File: config.mk
export PLATFORM = sky130hd
export DESIGN_NAME = bitsync_dac_mux_n_flat
export DESIGN_NICKNAME = d
export VERILOG_FILES = /design/src/rtl/bitsync_dac_pkg.sv /design/src/rtl/bitsync_dac_mux_n_if.sv /design/src/rtl/bitsync_dac_lane.sv /design/src/rtl/bitsync_dac_mux_n.sv /design/src/flat_wrapper.sv
export SDC_FILE = /design/constraint.sdc
export NUM_CORES = 1
export LEC_CHECK = 0
export BUFFER_PORTS_ARGS = -buffer_cell sky130_fd_sc_hd__buf_2
export CELL_PAD_IN_SITES_DETAIL_PLACEMENT = 1
export CELL_PAD_IN_SITES_GLOBAL_PLACEMENT = 1
export CORE_ASPECT_RATIO = 2
export CORE_MARGIN = 3
export CORE_UTILIZATION = 43
export DETAILED_ROUTE_END_ITERATION = 6
export PLACE_DENSITY_LB_ADDON = 0.1
export SYNTH_ARGS = -nofsm -noshare
export SYNTH_HDL_FRONTEND = slang
export SYNTH_HIERARCHICAL = 1
export SYNTH_SLANG_ARGS = --single-unit
File: constraint.sdc
create_clock -name clk -period 4.2 [get_ports clk]
set_clock_uncertainty 0.05 [all_clocks]
set_input_delay 0.42 -clock clk [delete_from_list [all_inputs] [get_ports clk]]
set_output_delay 0.42 -clock clk [all_outputs]
set_load 0.02 [all_outputs]
File: src/rtl/bitsync_dac_pkg.sv
// Shared constants and types for the bitsync test-DAC output mux.
package bitsync_dac_pkg;

    localparam int unsigned SEL_W   = 4;
    localparam int unsigned CHSEL_W = 3;
    localparam int unsigned BLANK_W = 4;

    typedef enum logic [SEL_W-1:0] {
        SRC_DF   = 4'd0,
        SRC_SYM  = 4'd1,
        SRC_AGC  = 4'd2,
        SRC_LOCK = 4'd3,
        SRC_RAMP = 4'd4
    } src_e;

    typedef enum logic [1:0] {
        ST_RUN    = 2'd0,
        ST_BLANK  = 2'd1,
        ST_FROZEN = 2'd2
    } state_e;

    // Unused select codes fall back to the decimating-filter source.
    function automatic src_e decode_src(input logic [SEL_W-1:0] sel);
        src_e src;
        case (sel)
            4'd1:    src = SRC_SYM;
            4'd2:    src = SRC_AGC;
            4'd3:    src = SRC_LOCK;
            4'd4:    src = SRC_RAMP;
            default: src = SRC_DF;
        endcase
        return src;
    endfunction

endpackage

File: src/rtl/bitsync_dac_mux_n_if.sv
// Bus between the bitsync channels / DAC controls and the DAC output mux.
interface bitsync_dac_mux_n_if
    import bitsync_dac_pkg::*;
#(
    parameter int unsigned NUM_CH  = 2,
    parameter int unsigned NUM_DAC = 3,
    parameter int unsigned DATA_W  = 18,
    parameter int unsigned AGC_W   = 21,
    parameter int unsigned LOCK_W  = 16
);

    logic [NUM_CH*DATA_W-1:0]   dfData;
    logic [NUM_CH-1:0]          dfClkEn;
    logic [NUM_CH*DATA_W-1:0]   symData;
    logic [NUM_CH-1:0]          sym2xEn;
    logic [NUM_CH-1:0]          symEn;
    logic [NUM_CH*AGC_W-1:0]    agcGain;
    logic [NUM_CH*LOCK_W-1:0]   lockCounter;
    logic [NUM_DAC*SEL_W-1:0]   dacSelect;
    logic [NUM_DAC*CHSEL_W-1:0] dacChSel;
    logic [NUM_DAC-1:0]         dacFreeze;
    logic [NUM_DAC-1:0]         dacClkEn;
    logic [NUM_DAC*DATA_W-1:0]  dacData;

    modport slave (
        input  dfData, dfClkEn, symData, sym2xEn, symEn, agcGain, lockCounter,
        input  dacSelect, dacChSel, dacFreeze,
        output dacClkEn, dacData
    );

    modport master (
        output dfData, dfClkEn, symData, sym2xEn, symEn, agcGain, lockCounter,
        output dacSelect, dacChSel, dacFreeze,
        input  dacClkEn, dacData
    );

endinterface

File: src/rtl/bitsync_dac_lane.sv
// One DAC output: channel/source mux, blank/freeze state machine and ramp generator.
module bitsync_dac_lane
    import bitsync_dac_pkg::*;
#(
    parameter int unsigned NUM_CH       = 2,
    parameter int unsigned DATA_W       = 18,
    parameter int unsigned LOCK_W       = 16,
    parameter int unsigned BLANK_CYCLES = 4,
    parameter int unsigned RAMP_STEP    = 1
) (
    input  logic                       clk,
    input  logic                       reset,
    input  logic [NUM_CH*DATA_W-1:0]   df_data,
    input  logic [NUM_CH-1:0]          df_en,
    input  logic [NUM_CH*DATA_W-1:0]   sym_data,
    input  logic [NUM_CH-1:0]          sym2x_en,
    input  logic [NUM_CH-1:0]          sym_en,
    input  logic [NUM_CH*DATA_W-1:0]   agc_data,
    input  logic [NUM_CH*LOCK_W-1:0]   lock_cnt,
    input  logic [SEL_W-1:0]           sel,
    input  logic [CHSEL_W-1:0]         ch_sel,
    input  logic                       freeze,
    output logic                       clk_en,
    output logic [DATA_W-1:0]          data
);

    localparam logic [BLANK_W-1:0] BLANK_RELOAD = BLANK_W'(BLANK_CYCLES - 1);
    localparam logic [DATA_W-1:0]  STEP         = DATA_W'(RAMP_STEP);
    localparam int unsigned        PAD_W        = DATA_W - LOCK_W;

    state_e              state;
    logic [BLANK_W-1:0]  blank_cnt;
    logic [DATA_W-1:0]   ramp_cnt;
    logic [SEL_W-1:0]    prev_sel;
    logic [CHSEL_W-1:0]  prev_ch;
    logic                pending;

    src_e                src;
    logic                changed;
    logic [DATA_W-1:0]   ch_df, ch_sym, ch_agc, ch_lock, live_data;
    logic                ch_df_en, ch_sym2x_en, ch_sym_en, live_en;

    // Channel pick; indices beyond NUM_CH-1 stay on channel 0.
    always_comb begin
        ch_df       = df_data[DATA_W-1:0];
        ch_sym      = sym_data[DATA_W-1:0];
        ch_agc      = agc_data[DATA_W-1:0];
        ch_lock     = DATA_W'(lock_cnt[LOCK_W-1:0]) << PAD_W;
        ch_df_en    = df_en[0];
        ch_sym2x_en = sym2x_en[0];
        ch_sym_en   = sym_en[0];
        for (int i = 1; i < int'(NUM_CH); i++) begin
            if (ch_sel == CHSEL_W'(i)) begin
                ch_df       = df_data[i*DATA_W +: DATA_W];
                ch_sym      = sym_data[i*DATA_W +: DATA_W];
                ch_agc      = agc_data[i*DATA_W +: DATA_W];
                ch_lock     = DATA_W'(lock_cnt[i*LOCK_W +: LOCK_W]) << PAD_W;
                ch_df_en    = df_en[i];
                ch_sym2x_en = sym2x_en[i];
                ch_sym_en   = sym_en[i];
            end
        end
    end

    always_comb begin
        src       = decode_src(sel);
        changed   = (sel != prev_sel) || (ch_sel != prev_ch);
        live_data = ch_df;
        live_en   = ch_df_en;
        case (src)
            SRC_SYM:  begin live_data = ch_sym;   live_en = ch_sym2x_en; end
            SRC_AGC:  begin live_data = ch_agc;   live_en = ch_sym_en;   end
            SRC_LOCK: begin live_data = ch_lock;  live_en = 1'b1;        end
            SRC_RAMP: begin live_data = ramp_cnt; live_en = ch_sym_en;   end
            default:  begin live_data = ch_df;    live_en = ch_df_en;    end
        endcase
    end

    // Outputs are loaded according to the state being entered, so the first
    // RUN cycle already carries live data.
    always_ff @(posedge clk) begin
        if (reset) begin
            state     <= ST_BLANK;
            blank_cnt <= BLANK_RELOAD;
            ramp_cnt  <= '0;
            prev_sel  <= '0;
            prev_ch   <= '0;
            pending   <= 1'b0;
            data      <= '0;
            clk_en    <= 1'b0;
        end else begin
            prev_sel <= sel;
            prev_ch  <= ch_sel;
            case (state)
                ST_RUN: begin
                    if (changed) begin
                        state     <= ST_BLANK;
                        blank_cnt <= BLANK_RELOAD;
                        data      <= '0;
                        clk_en    <= 1'b0;
                        if (src == SRC_RAMP) ramp_cnt <= '0;
                    end else if (freeze) begin
                        state  <= ST_FROZEN;
                        clk_en <= 1'b0;
                    end else begin
                        data   <= live_data;
                        clk_en <= live_en;
                        if (src == SRC_RAMP && live_en) ramp_cnt <= ramp_cnt + STEP;
                    end
                end
                ST_BLANK: begin
                    if (changed) begin
                        blank_cnt <= BLANK_RELOAD;
                        data      <= '0;
                        clk_en    <= 1'b0;
                        if (src == SRC_RAMP) ramp_cnt <= '0;
                    end else if (blank_cnt == '0) begin
                        if (freeze) begin
                            state <= ST_FROZEN;
                        end else begin
                            state  <= ST_RUN;
                            data   <= live_data;
                            clk_en <= live_en;
                        end
                    end else begin
                        blank_cnt <= blank_cnt - BLANK_W'(1);
                    end
                end
                ST_FROZEN: begin
                    if (!freeze) begin
                        if (pending || changed) begin
                            state     <= ST_BLANK;
                            blank_cnt <= BLANK_RELOAD;
                            pending   <= 1'b0;
                            data      <= '0;
                            clk_en    <= 1'b0;
                            if (src == SRC_RAMP) ramp_cnt <= '0;
                        end else begin
                            state  <= ST_RUN;
                            data   <= live_data;
                            clk_en <= live_en;
                        end
                    end else begin
                        clk_en <= 1'b0;
                        if (changed) pending <= 1'b1;
                    end
                end
                default: begin
                    state     <= ST_BLANK;
                    blank_cnt <= BLANK_RELOAD;
                    data      <= '0;
                    clk_en    <= 1'b0;
                end
            endcase
        end
    end

endmodule

File: src/rtl/bitsync_dac_mux_n.sv
// Routes NUM_CH bitsync channels' internal signals to NUM_DAC independent test DACs.
module bitsync_dac_mux_n
    import bitsync_dac_pkg::*;
#(
    parameter int unsigned NUM_CH       = 2,
    parameter int unsigned NUM_DAC      = 3,
    parameter int unsigned DATA_W       = 18,
    parameter int unsigned AGC_W        = 21,
    parameter int unsigned LOCK_W       = 16,
    parameter int unsigned BLANK_CYCLES = 4,
    parameter int unsigned RAMP_STEP    = 1
) (
    input  logic                 clk,
    input  logic                 reset,
    bitsync_dac_mux_n_if.slave   bus
);

    localparam int unsigned AGC_DROP = AGC_W - DATA_W;

    logic [NUM_CH*DATA_W-1:0]  agc_top;
    logic [NUM_DAC-1:0]        lane_en;
    logic [NUM_DAC*DATA_W-1:0] lane_data;

    // Only the top DATA_W bits of each AGC gain reach the DACs.
    for (genvar c = 0; c < NUM_CH; c++) begin : g_agc
        assign agc_top[c*DATA_W +: DATA_W] = bus.agcGain[c*AGC_W + AGC_W - 1 -: DATA_W];
    end

    if (AGC_DROP > 0) begin : g_agc_lsbs
        logic [NUM_CH*AGC_DROP-1:0] unused_agc_lsbs;
        for (genvar c = 0; c < NUM_CH; c++) begin : g_ch
            assign unused_agc_lsbs[c*AGC_DROP +: AGC_DROP] = bus.agcGain[c*AGC_W +: AGC_DROP];
        end
    end

    for (genvar d = 0; d < NUM_DAC; d++) begin : g_lane
        bitsync_dac_lane #(
            .NUM_CH       (NUM_CH),
            .DATA_W       (DATA_W),
            .LOCK_W       (LOCK_W),
            .BLANK_CYCLES (BLANK_CYCLES),
            .RAMP_STEP    (RAMP_STEP)
        ) u_lane (
            .clk      (clk),
            .reset    (reset),
            .df_data  (bus.dfData),
            .df_en    (bus.dfClkEn),
            .sym_data (bus.symData),
            .sym2x_en (bus.sym2xEn),
            .sym_en   (bus.symEn),
            .agc_data (agc_top),
            .lock_cnt (bus.lockCounter),
            .sel      (bus.dacSelect[d*SEL_W +: SEL_W]),
            .ch_sel   (bus.dacChSel[d*CHSEL_W +: CHSEL_W]),
            .freeze   (bus.dacFreeze[d]),
            .clk_en   (lane_en[d]),
            .data     (lane_data[d*DATA_W +: DATA_W])
        );
    end

    assign bus.dacClkEn = lane_en;
    assign bus.dacData  = lane_data;

endmodule
File: src/flat_wrapper.sv
// flat-port wrapper written by rule: the top's interface ports become plain ports
module bitsync_dac_mux_n_flat import bitsync_dac_pkg::*;
#(
    parameter int unsigned NUM_CH       = 2,
    parameter int unsigned NUM_DAC      = 3,
    parameter int unsigned DATA_W       = 18,
    parameter int unsigned AGC_W        = 21,
    parameter int unsigned LOCK_W       = 16,
    parameter int unsigned BLANK_CYCLES = 4,
    parameter int unsigned RAMP_STEP    = 1
)
  (clk, reset, bus_dfData, bus_dfClkEn, bus_symData, bus_sym2xEn, bus_symEn, bus_agcGain, bus_lockCounter, bus_dacSelect, bus_dacChSel, bus_dacFreeze, bus_dacClkEn, bus_dacData);
  bitsync_dac_mux_n_if #(.NUM_CH(NUM_CH), .NUM_DAC(NUM_DAC), .DATA_W(DATA_W), .AGC_W(AGC_W), .LOCK_W(LOCK_W)) bus_i ();
  input  logic clk;
  input  logic reset;
  input wire logic [$bits(bus_i.dfData)-1:0] bus_dfData;
  input wire logic [$bits(bus_i.dfClkEn)-1:0] bus_dfClkEn;
  input wire logic [$bits(bus_i.symData)-1:0] bus_symData;
  input wire logic [$bits(bus_i.sym2xEn)-1:0] bus_sym2xEn;
  input wire logic [$bits(bus_i.symEn)-1:0] bus_symEn;
  input wire logic [$bits(bus_i.agcGain)-1:0] bus_agcGain;
  input wire logic [$bits(bus_i.lockCounter)-1:0] bus_lockCounter;
  input wire logic [$bits(bus_i.dacSelect)-1:0] bus_dacSelect;
  input wire logic [$bits(bus_i.dacChSel)-1:0] bus_dacChSel;
  input wire logic [$bits(bus_i.dacFreeze)-1:0] bus_dacFreeze;
  output wire logic [$bits(bus_i.dacClkEn)-1:0] bus_dacClkEn;
  output wire logic [$bits(bus_i.dacData)-1:0] bus_dacData;
  assign bus_i.dfData = bus_dfData;
  assign bus_i.dfClkEn = bus_dfClkEn;
  assign bus_i.symData = bus_symData;
  assign bus_i.sym2xEn = bus_sym2xEn;
  assign bus_i.symEn = bus_symEn;
  assign bus_i.agcGain = bus_agcGain;
  assign bus_i.lockCounter = bus_lockCounter;
  assign bus_i.dacSelect = bus_dacSelect;
  assign bus_i.dacChSel = bus_dacChSel;
  assign bus_i.dacFreeze = bus_dacFreeze;
  assign bus_dacClkEn = bus_i.dacClkEn;
  assign bus_dacData = bus_i.dacData;
  bitsync_dac_mux_n #(.NUM_CH(NUM_CH), .NUM_DAC(NUM_DAC), .DATA_W(DATA_W), .AGC_W(AGC_W), .LOCK_W(LOCK_W), .BLANK_CYCLES(BLANK_CYCLES), .RAMP_STEP(RAMP_STEP)) u_core (.clk(clk), .reset(reset), .bus(bus_i));
endmodule
### Word level (Yosys, flattened, before mapping)

Index checks and enable logic that the tools add are counted.

* bits in registers: 153
* bits of input ports: 178
* output and inout port bits: 57
* word-level logic and storage cells: 300

* add/sub/neg operators: 6
* equality and inequality tests: 78
* multiplexer cells: 150
* reductions and logical operators: 42

Operator list (number)
* 18-bit 2-to-1 mux: 51
* 18-bit case mux with 3 select lines: 6
* 18-bit case mux with 4 select lines: 3
* 4-bit 2-to-1 mux: 15
* 18-bit by 1-bit adder with 18-bit output (second input constant): 3
* 3-bit inequality test (second input constant): 18
* 4-bit by 2-bit == test with 1-bit output (second input constant): 12
* 1-bit 2-to-1 mux: 42
* 2-bit 2-to-1 mux: 18
* 2-bit inequality test (second input constant): 18
* 3-bit case mux with 4 select lines: 3
* 4-bit case mux with 3 select lines: 3
* 4-bit by 1-bit == test with 1-bit output (second input constant): 6
* 4-bit by 3-bit == test with 1-bit output (second input constant): 6
* 4-bit AND reduction: 6
* 1-bit case mux with 3 select lines: 6
* 2-bit case mux with 3 select lines: 3
* 6-bit AND reduction: 3
* 4-bit zero test: 3
* 4-bit inequality test: 3
* 2-bit AND reduction: 6
* 4-bit by 1-bit subtractor with 4-bit output (second input constant): 3
* 3-bit by 1-bit == test with 1-bit output (second input constant): 3
* 3-bit inequality test: 3
* 10 further kinds: 33

### Longest topological paths before layout

Gate-level depths: netlist of run 1.

* depth after elaboration: 10
* depth in mapped cells: 10
* mapped depth without buffers: 8

### Cells and area by module

The synthesis of run 1 kept the hierarchy.

By module, submodules not included
* bitsync_dac_lane at u_core.g_lane[2].u_lane: times used 1, cells an instance 445, area an instance 3911.3 um2, sequential area each 1021.0 um2
* bitsync_dac_lane at u_core.g_lane[0].u_lane: times used 1, cells an instance 477, area an instance 3828.7 um2, sequential area each 1021.0 um2
* bitsync_dac_lane at u_core.g_lane[1].u_lane: times used 1, cells an instance 454, area an instance 3818.7 um2, sequential area each 1021.0 um2

### Worst setup path before layout of run 1

No wires, ideal clock.

* path kind: input to register
* from: input port bus_dacSelect[1]
* to: register u_core.g_lane[0].u_lane.ramp_cnt[10]
* setup time: 0.070 ns
* arrival: 2.208 ns
* required time: 4.080 ns
* slack: 1.871 ns
* stages: 8
* path buffers: 3
* cells stage by stage: buf_2 -> or3b_1 -> buf_6 -> nor4_4 -> o211ai_4 -> buf_6 -> or4_1 -> a21oi_1

* longest elaborated chain between the ends: 8
* elaborated cells on any way between the ends: 26
* classes of those cells: eq/ne (13); mux (8); reduce/logical (5)

RTL lines
* start, declared: line flat_wrapper.sv:23 `input wire logic [$bits(bus_i.dacSelect)-1:0] bus_dacSelect;`
* 4-bit by 3-bit == test with 1-bit output, or another cell as far along: line bitsync_dac_pkg.sv:25 `case (sel)`
* 3-bit case mux with 4 select lines: line bitsync_dac_pkg.sv:25
* 4-bit by 3-bit == test with 1-bit output / 4-bit by 2-bit == test with 1-bit output (equally long branches)
* 2-bit OR reduction (no source line)
* 1-bit case mux with 3 select lines: line bitsync_dac_lane.sv:70 `case (src)`
* 1-bit logical AND: line bitsync_dac_lane.sv:108 `if (src == SRC_RAMP && live_en) ramp_cnt <= ramp_cnt + STEP;`
* 3-bit inequality test (no source line)
* 6-bit AND reduction (no source line)
* end signal, assigned: line bitsync_dac_lane.sv:108
* end, declared: line bitsync_dac_lane.sv:33 `logic [DATA_W-1:0] ramp_cnt;`

Parallel ways exist; a longest one is shown, timed or not. The select of a mux whose other input is x is not followed.
A chain may end at the register's enable or synchronous reset.

### Worst setup path in the final report of run 1

* from: register u_core.g_lane[1].u_lane.blank_cnt[0]
* to: register u_core.g_lane[1].u_lane.data[3]

* longest elaborated chain between the ends: 3

RTL lines
* start, declared: line bitsync_dac_lane.sv:32 `logic [BLANK_W-1:0] blank_cnt;`
* start signal, assigned: line bitsync_dac_lane.sv:126 `blank_cnt <= blank_cnt - BLANK_W'(1);`
* 4-bit zero test: line bitsync_dac_lane.sv:117 `end else if (blank_cnt == '0) begin`
* 3-bit inequality test (no source line)
* 2-bit AND reduction (no source line)
* end signal, assigned: line bitsync_dac_lane.sv:106 `data <= live_data;`
* end signal, assigned: line bitsync_dac_lane.sv:122 `data <= live_data;`
* end signal, assigned: line bitsync_dac_lane.sv:140 `data <= live_data;`
* end, declared: line bitsync_dac_lane.sv:24 `output logic [DATA_W-1:0] data`

No other way between the ends.

==> qor.txt, run 1 <==
Status: complete, no violations
Mapped cell area: 0.01156 mm2
Overall Power: 4.493 mW
Vias in the first global route: 13,270
Antenna viol nets, final: 0
CTS tree: built
Slew Limit Headroom: 0.3156
Cts repair resizes: 0
H-tree levels: 4
Clock slew at reported path FFs: 0.07 ns
Final TNS setup: 0 ns
Die Wd: 121.9 um
Power per standard cell area: 332.7 mW/mm2
Placer Congestion: 0.9590
Leakage: 5.205 nW
GRT overflow: 0
Fin. max-slew vios: 0
Max-cap violations: 0
Setup Viol. Count Final: 0
Setup ws final: 1.237 ns
Hold Fails Final Rpt: 0
Routed via count: 12,870
Num Clock Sinks: 153
Worst-Margin Slew: 1.001 ns
Worst-Skew Late Latency: 0.46 ns
Synth Instances: 1,376
Syn_nets: 1,575
Die Area: 0.02900 mm2
Ys async rst share: 0
Residual DRC: 0
Post-synth top area share: 0.2650
Hold path start: bus_dacChSel[3]
First drt pass iteration count: 7
YS warnings: 6
Share of cells above drive strength 1: 0.2430
Die Span Y: 237.9 um
Cell Count, Final, Fillers Out: 1,910
Yosys reg bits: 153
Clock Path Buffers: 2
First-pass GRT wire length: 79,600 um
Setup repair bufs after CTS: 0
Hold Buf Count CTS: 0
Synth area leaders: dfxtp_1 (26%), mux4_2 (6.6%), nand2_1 (6.4%), mux2i_1 (6.2%), a21oi_1 (4.2%)
CTS Root Cell: clkbuf_16
WL/cell: 27.99 um
Worst setup SP type: register
VDD IR max: 0.0002813 V
Fin crit period: 2.963 ns
Maximum number of pins on one net before global-route repair: 62
Core area: 0.02638 mm2
Critical path type: reg -> reg
CTS Buf Count: 17
Post-synth top area cell: dfxtp_1
Flop2flop setup slack: 1.24 ns
1st-iter DRT viols: 982
RR Startpoint: u_core/g_lane[1].u_lane/blank_cnt[0]$_SDFFE_PP1P_
Worst Hold Class: in -> reg
Final core occ: 0.5120
Dpl cells: 1,876
Netlist cell types: 96
Sequential share of the synthesized area: 0.2650
Crit path capture type: register
Arrival time at the worst endpoint: 3.31 ns
Commonest non-fill, non-tap cell in the layout: buf_2
RSZ-0062 raised after global routing: no
Total track usage: 0.3625
Initial antenna violation count: 3
Filler cell count: 3,266
Initial Util: 0.4382
Max Clock Freq: 337.5 MHz
Crit path from: u_core/g_lane[1].u_lane/blank_cnt[0]$_SDFFE_PP1P_
Most frequent cells in the layout: buf_2 (227), nand2_1 (198), dfxtp_1 (153)
Fin crit share: 0.7055
Syn-to-layout area delta: 16.84%
Post-DP HPWL: 40,660 um
CP Max Fanout: 18
Most used DFF post-synth: dfxtp_1
Average cell area after synthesis: 8.400 um2
Layout net count: 1,750
Placement Setup Slack: 0.9074 ns
Core Rows: 84
Routed WL: 53,450 um
Critical path required time: 4.55 ns
Ports: 235
Post-synth EDFFs: 0
Via density: 6.738
I/O Buffers: 228
[worst paths after layout]
| path | end | depth (start not counted) |
|---|---|---|
| max | u_core/g_lane[1].u_lane/data[3]$_SDFFE_PP0P_ | 8 |
| min | u_core/g_lane[1].u_lane/prev_ch[0]$_SDFF_PP0_ | 2 |
| max reg2reg | u_core/g_lane[1].u_lane/data[3]$_SDFFE_PP0P_ | 8 |
| min reg2reg | u_core/g_lane[1].u_lane/data[17]$_SDFFE_PP0P_ | 1 |
[final cells by class]
class | count | area, um2 | area share
inverters | 31 | 116.4 | 0.008616
clock inverters | 15 | 171.4 | 0.01269
multi-input cells | 1087 | 7865 | 0.5824
clock buffers | 17 | 425.4 | 0.03150
well taps | 344 | 430.4 | 0.03187
repair buffers | 261 | 1429 | 0.1058
flip-flops and latches | 153 | 3063 | 0.2268
diodes | 2 | 5.005 | 0.0003706
[metrics by stage]
stage,area (um2),hold WS [ns]
global route,13510,0.2178
detailed placement,12900,0.3964
CTS,13500,0.1916
global placement,12900,0.3943
floorplan,11560,0.3905
finish,13510,0.2126
[power breakdown]
group / total (mW) / internal, mW / switching [mW]
clock network: 1.61 / 0.806 / 0.801
registers: 1.52 / 1.48 / 0.0360
logic: 1.37 / 0.455 / 0.911
[layer usage]
layer | vias to the layer above | global-route usage | wire (um)
li1 | 5640 | - | -
met1 | 6325 | 0.4018 | 18770
met2 | 687 | 0.6059 | 26040
met3 | 215 | 0.05194 | 3468
met4 | 2 | 0.2962 | 5164
met5 | - | 0 | 7
[logic make-up (layout without fill, tap and decap cells)]
logic type / count (synthesis) / count (layout) / share of synthesized area
AND/OR/NAND/NOR: 492 / 492 / 0.2300
XOR/XNOR: 33 / 33 / 0.02501
multiplexers: 108 / 108 / 0.1305
flip-flops: 153 / 153 / 0.2650
adder cells (fa/ha/maj): 21 / 21 / 0.02273
other: 0 / 2 / 0
buffers and inverters: 136 / 324 / 0.05596
AO/OA/AOI/OAI: 433 / 433 / 0.2707
[synth_stat cells, types with 6 or more instances]
library cell and count:
buf_2 32, and4_1 11, ha_1 21, o21ai_1 6, o211ai_1 16, nor2b_1 27
a211oi_1 8, nand4_1 17, nand2b_1 16, mux2i_1 72, nand2_1 198, and3_1 14
or3b_1 7, buf_1 8, xor2_1 15, xnor2_1 18, a22o_1 24, o41ai_1 7
buf_4 7, mux4_2 34, o32ai_1 6, a31oi_1 43, buf_6 9, or3_1 8
a21oi_1 96, clkbuf_1 47, and2_1 8, nor3_1 13, a2111oi_0 17, or2_2 7
nor4_1 7, a221o_1 7, o21ai_0 48, a221oi_1 20, o22ai_1 44, o2bb2ai_1 28
nand3_1 39, nor2_1 47, dfxtp_1 153, inv_1 30, or4_1 26
[critical path, cell delays in order (launching register included)]
cell and delay, ns:
dfxtp_1 0.32, inv_1 0.09, ha_1 0.21, or3b_2 0.51, nand2_1 0.13, nand2_1 0.11, or4_1 0.83, a31oi_1 0.48
a22o_1 0.18
[flip-flops by register name (all words and copies together) (netlist names)]
signal	flops
u_core/g_lane.u_lane/blank_cnt	12
u_core/g_lane.u_lane/clk_en	3
u_core/g_lane.u_lane/data	54
u_core/g_lane.u_lane/pending	3
u_core/g_lane.u_lane/prev_ch	9
u_core/g_lane.u_lane/prev_sel	12
u_core/g_lane.u_lane/ramp_cnt	54
u_core/g_lane.u_lane/state	6
No activity file was read; power rests on OpenSTA's default activity.
==> run 2, diff against run 1 <==
CORE_UTILIZATION = 42   (was 43)
clock period = 2.8 ns   (was 4.2 ns; I/O delays follow)
==> run 2 against run 1 <==
Against the previous run:
- non-clock buffer count increased by 41
- maximum frequency grew 11%
- global-route usage rose by 0.67 points
- sequential share of layout area down 0.61 points
- register-to-register slack got worse by 1.1 ns
- worst setup slack worse by 1.1 ns
- largest power group unchanged
- clock-buffer cell count rose by 2
- wire length increased by 3.0%
- sequential power increased by 50%
- final area is 2.8% higher
==> qor.txt, run 2 (same netlist as run 1, synthesis figures left out) <==
Internal power: 4.302 mW (+57%)
RSZ-0062 raised after global routing: no
Core Rows: 85 (+1.2%)
First drt pass iteration count: 5 (-2)
Fin. max-slew vios: 0 (unchanged)
Setup ws final: 0.1285 ns (-1.108 ns)
NetSw: 2.536 mW (+45%)
Crit path from: u_core/g_lane[2].u_lane/state[0]$_SDFFE_PP1P_
Top Registers: u_core/g_lane.u_lane/data x54, u_core/g_lane.u_lane/ramp_cnt x54
Most frequent cells in the layout: buf_2 (227), nand2_1 (198), dfxtp_1 (153)
WL/cell: 28.10 um (+0.41%)
Worst path max stage delay: 0.59 ns (-0.24 ns)
I/O Buffers: 228 (unchanged)
Leakage: 5.412 nW (+4.0%)
Max-cap violations: 0 (unchanged)
Sw Share: 0.3708 (-0.01820)
Filler cell count: 3,354 (+2.7%)
Clock Path Buffers: 2 (unchanged)
Max Clock Freq: 374.3 MHz (+11%)
RR Startpoint: u_core/g_lane[2].u_lane/state[0]$_SDFFE_PP1P_
Via density: 6.673 (-0.96%)
Placer Congestion: 0.9775 (+1.9%)
Die Wd: 123.3 um (+1.1%)
Initial antenna violation count: 7 (+4)
Fin crit share: 0.9541 (+0.2486)
Gate power share: 0.316 (+0.012)
Setup Viol. Count Final: 0 (unchanged)
Syn-to-layout area delta: 20.08%
CP cell instances: inv_1 > ha_1 > or4_4 > nor2_1 > buf_4 > nand3_1 > or4_1 > o21ai_0
Vias in the first global route: 13,510 (+1.8%)
Worst path depth: 8 (unchanged)
Flop2flop setup slack: 0.13 ns (-1.11 ns)
Antenna viol nets, final: 0 (unchanged)
Clock slew at reported path FFs: 0.07 ns (about the same)
Residual DRC: 0 (unchanged)
Post-DP HPWL: 42,240 um (+3.9%)
CTS tree: built
Die Span Y: 240.6 um (+1.2%)
Slew Limit Headroom: 0.2907 (-0.02493)
Hold Slack: 0.06287 ns (-0.1498 ns)
Ports: 235 (unchanged)
Commonest non-fill, non-tap cell in the layout: buf_2
Slowest cell on crit path: or4_4
Initial Util: 0.4279 (-0.01027)
Worst-Skew Late Latency: 0.46 ns (about the same)
Worst setup SP type: register
Hold Buf Count CTS: 0 (unchanged)
GRT overflow: 0 (unchanged)
Placement Setup Slack: -0.09415 ns (-1.002 ns)
Routed via count: 13,080 (+1.6%)
Routed WL: 55,080 um (+3.0%)
Core area: 0.02701 mm2 (+2.4%)
Hold Fails Final Rpt: 0 (unchanged)
First-pass GRT wire length: 81,570 um (+2.5%)
Layout net count: 1,791 (+2.3%)
Sequential share of power: 0.334 (-0.004)
Critical Path Sink: u_core/g_lane[2].u_lane/ramp_cnt[17]$_SDFFE_PP0P_
H-tree levels: 4 (unchanged)
Worst-Margin Slew: 1.037 ns (+0.03645 ns)
Fin crit period: 2.672 ns (-0.2916 ns)
Status: complete, no violations
Final core occ: 0.5138 (+0.001851)
Num Clock Sinks: 153 (unchanged)
Power per standard cell area: 492.6 mW/mm2 (+48%)
Worst Hold Class: in -> reg
Maximum number of pins on one net before global-route repair: 58 (-6.5%)
CTS Buf Count: 17 (unchanged)
CTS Root Cell: clkbuf_16
Total track usage: 0.3692 (+0.006703)
Hold Path Stages: 2 (unchanged)
1st-iter DRT viols: 1,010 (+2.9%)
Clock power frac: 0.351 (-0.007)
CP Max Fanout: 5 (-13)
VDD IR max: 0.0004756 V (+69%)
Final TNS setup: 0 ns (unchanged)
Finished Cell Area: 0.01388 mm2 (+2.8%)
Placed inst area: 0.01327 mm2 (+2.8%)
Crit path capture type: register
Bufs and invs on worst path: 2 (+1)
RR Endpoint: u_core/g_lane[2].u_lane/ramp_cnt[17]$_SDFFE_PP0P_
Critical path's top delay family: simple AND/OR/NAND/NOR gates
Critical path type: reg -> reg
Die Area: 0.02967 mm2 (+2.3%)
R2r worst-path depth: 8 (unchanged)
Share of cells above drive strength 1: 0.2636 (+0.02058)
Arrival time at the worst endpoint: 3.00 ns (-0.31 ns)
Critical path required time: 3.13 ns (-1.42 ns)
[run 2: changes by cell type in the layout (fill, tap and decap cells not counted), sizes merged]
cell	change
clkinv	-2
inv	-3
bufinv	+1
diode	+5
clkinvlp	+2
buf	+41
clkbuf	+2
[run 2: worst min path at each step]
stage | start | to | slack (ns)
floorplan | bus_dacChSel[0] | u_core/g_lane[0].u_lane/prev_ch[0]$_SDFF_PP0_ | 0.36
global placement | u_core/g_lane[1].u_lane/data[11]$_SDFFE_PP0P_ | u_core/g_lane[1].u_lane/data[11]$_SDFFE_PP0P_ | 0.39
detailed placement | u_core/g_lane[1].u_lane/data[16]$_SDFFE_PP0P_ | u_core/g_lane[1].u_lane/data[16]$_SDFFE_PP0P_ | 0.40
CTS | bus_dacChSel[6] | u_core/g_lane[2].u_lane/prev_ch[0]$_SDFF_PP0_ | 0.04
global route | bus_dacChSel[6] | u_core/g_lane[2].u_lane/prev_ch[0]$_SDFF_PP0_ | 0.06
finish | bus_dacChSel[6] | u_core/g_lane[2].u_lane/prev_ch[0]$_SDFF_PP0_ | 0.06
[run 2: power by group through the flow]
| stage | registers [mW] | logic [mW] | clock network (mW) |
|---|---|---|---|
| 6_report | 2.28 | 2.16 | 2.40 |
| 5_1_grt | 2.29 | 2.31 | 2.53 |
| 4_1_cts | 2.28 | 2.12 | 2.44 |
| 3_5_place_dp | 2.33 | 2.11 | 0 |
| 3_3_place_gp | 2.33 | 2.06 | 0 |
| 2_1_floorplan | 2.32 | 1.36 | 0 |
[run 2: layout make-up]
class,instances,area [um2],area share
Sequential cell,153,3063,0.2207
Clock buffer,19,452.9,0.03263
Multi-Input combinational cell,1087,7873,0.5672
Inverter,31,116.4,0.008384
Timing Repair Buffer,302,1787,0.1287
Clock inverter,13,135.1,0.009736
Antenna cell,7,17.52,0.001262
Tap cell,348,435.4,0.03137
[run 2: per-layer routing]
metal	vias up	wire (um)	GRT usage
met2	684	27280	0.6219
met3	232	3829	0.06637
li1	5727	-	-
met4	4	5341	0.3133
met1	6432	18600	0.3908
met5	-	27	0
[run 2: worst reg2reg max path, cell delays in order, from the launching register on]
cell     delay, ns
dfxtp_1       0.44
inv_1         0.10
ha_1          0.35
or4_4         0.59
nor2_1        0.28
buf_4         0.19
nand3_1       0.10
or4_1         0.41
o21ai_0       0.09
[run 2: what timing repair did]
| action | 4_1_cts | 5_1_grt |
|---|---|---|
| gates resized for setup | 0 | 3 |
| endpoints found under the setup margin | 0 | 8 |
| setup buffers | 0 | 0 |
[run 2: through the flow]
step	total power, mW	std cells
2_1_floorplan	3.679	1376
3_3_place_gp	4.388	1921
3_5_place_dp	4.437	1921
4_1_cts	6.834	1953
5_1_grt	7.129	1958
6_report	6.837	1960
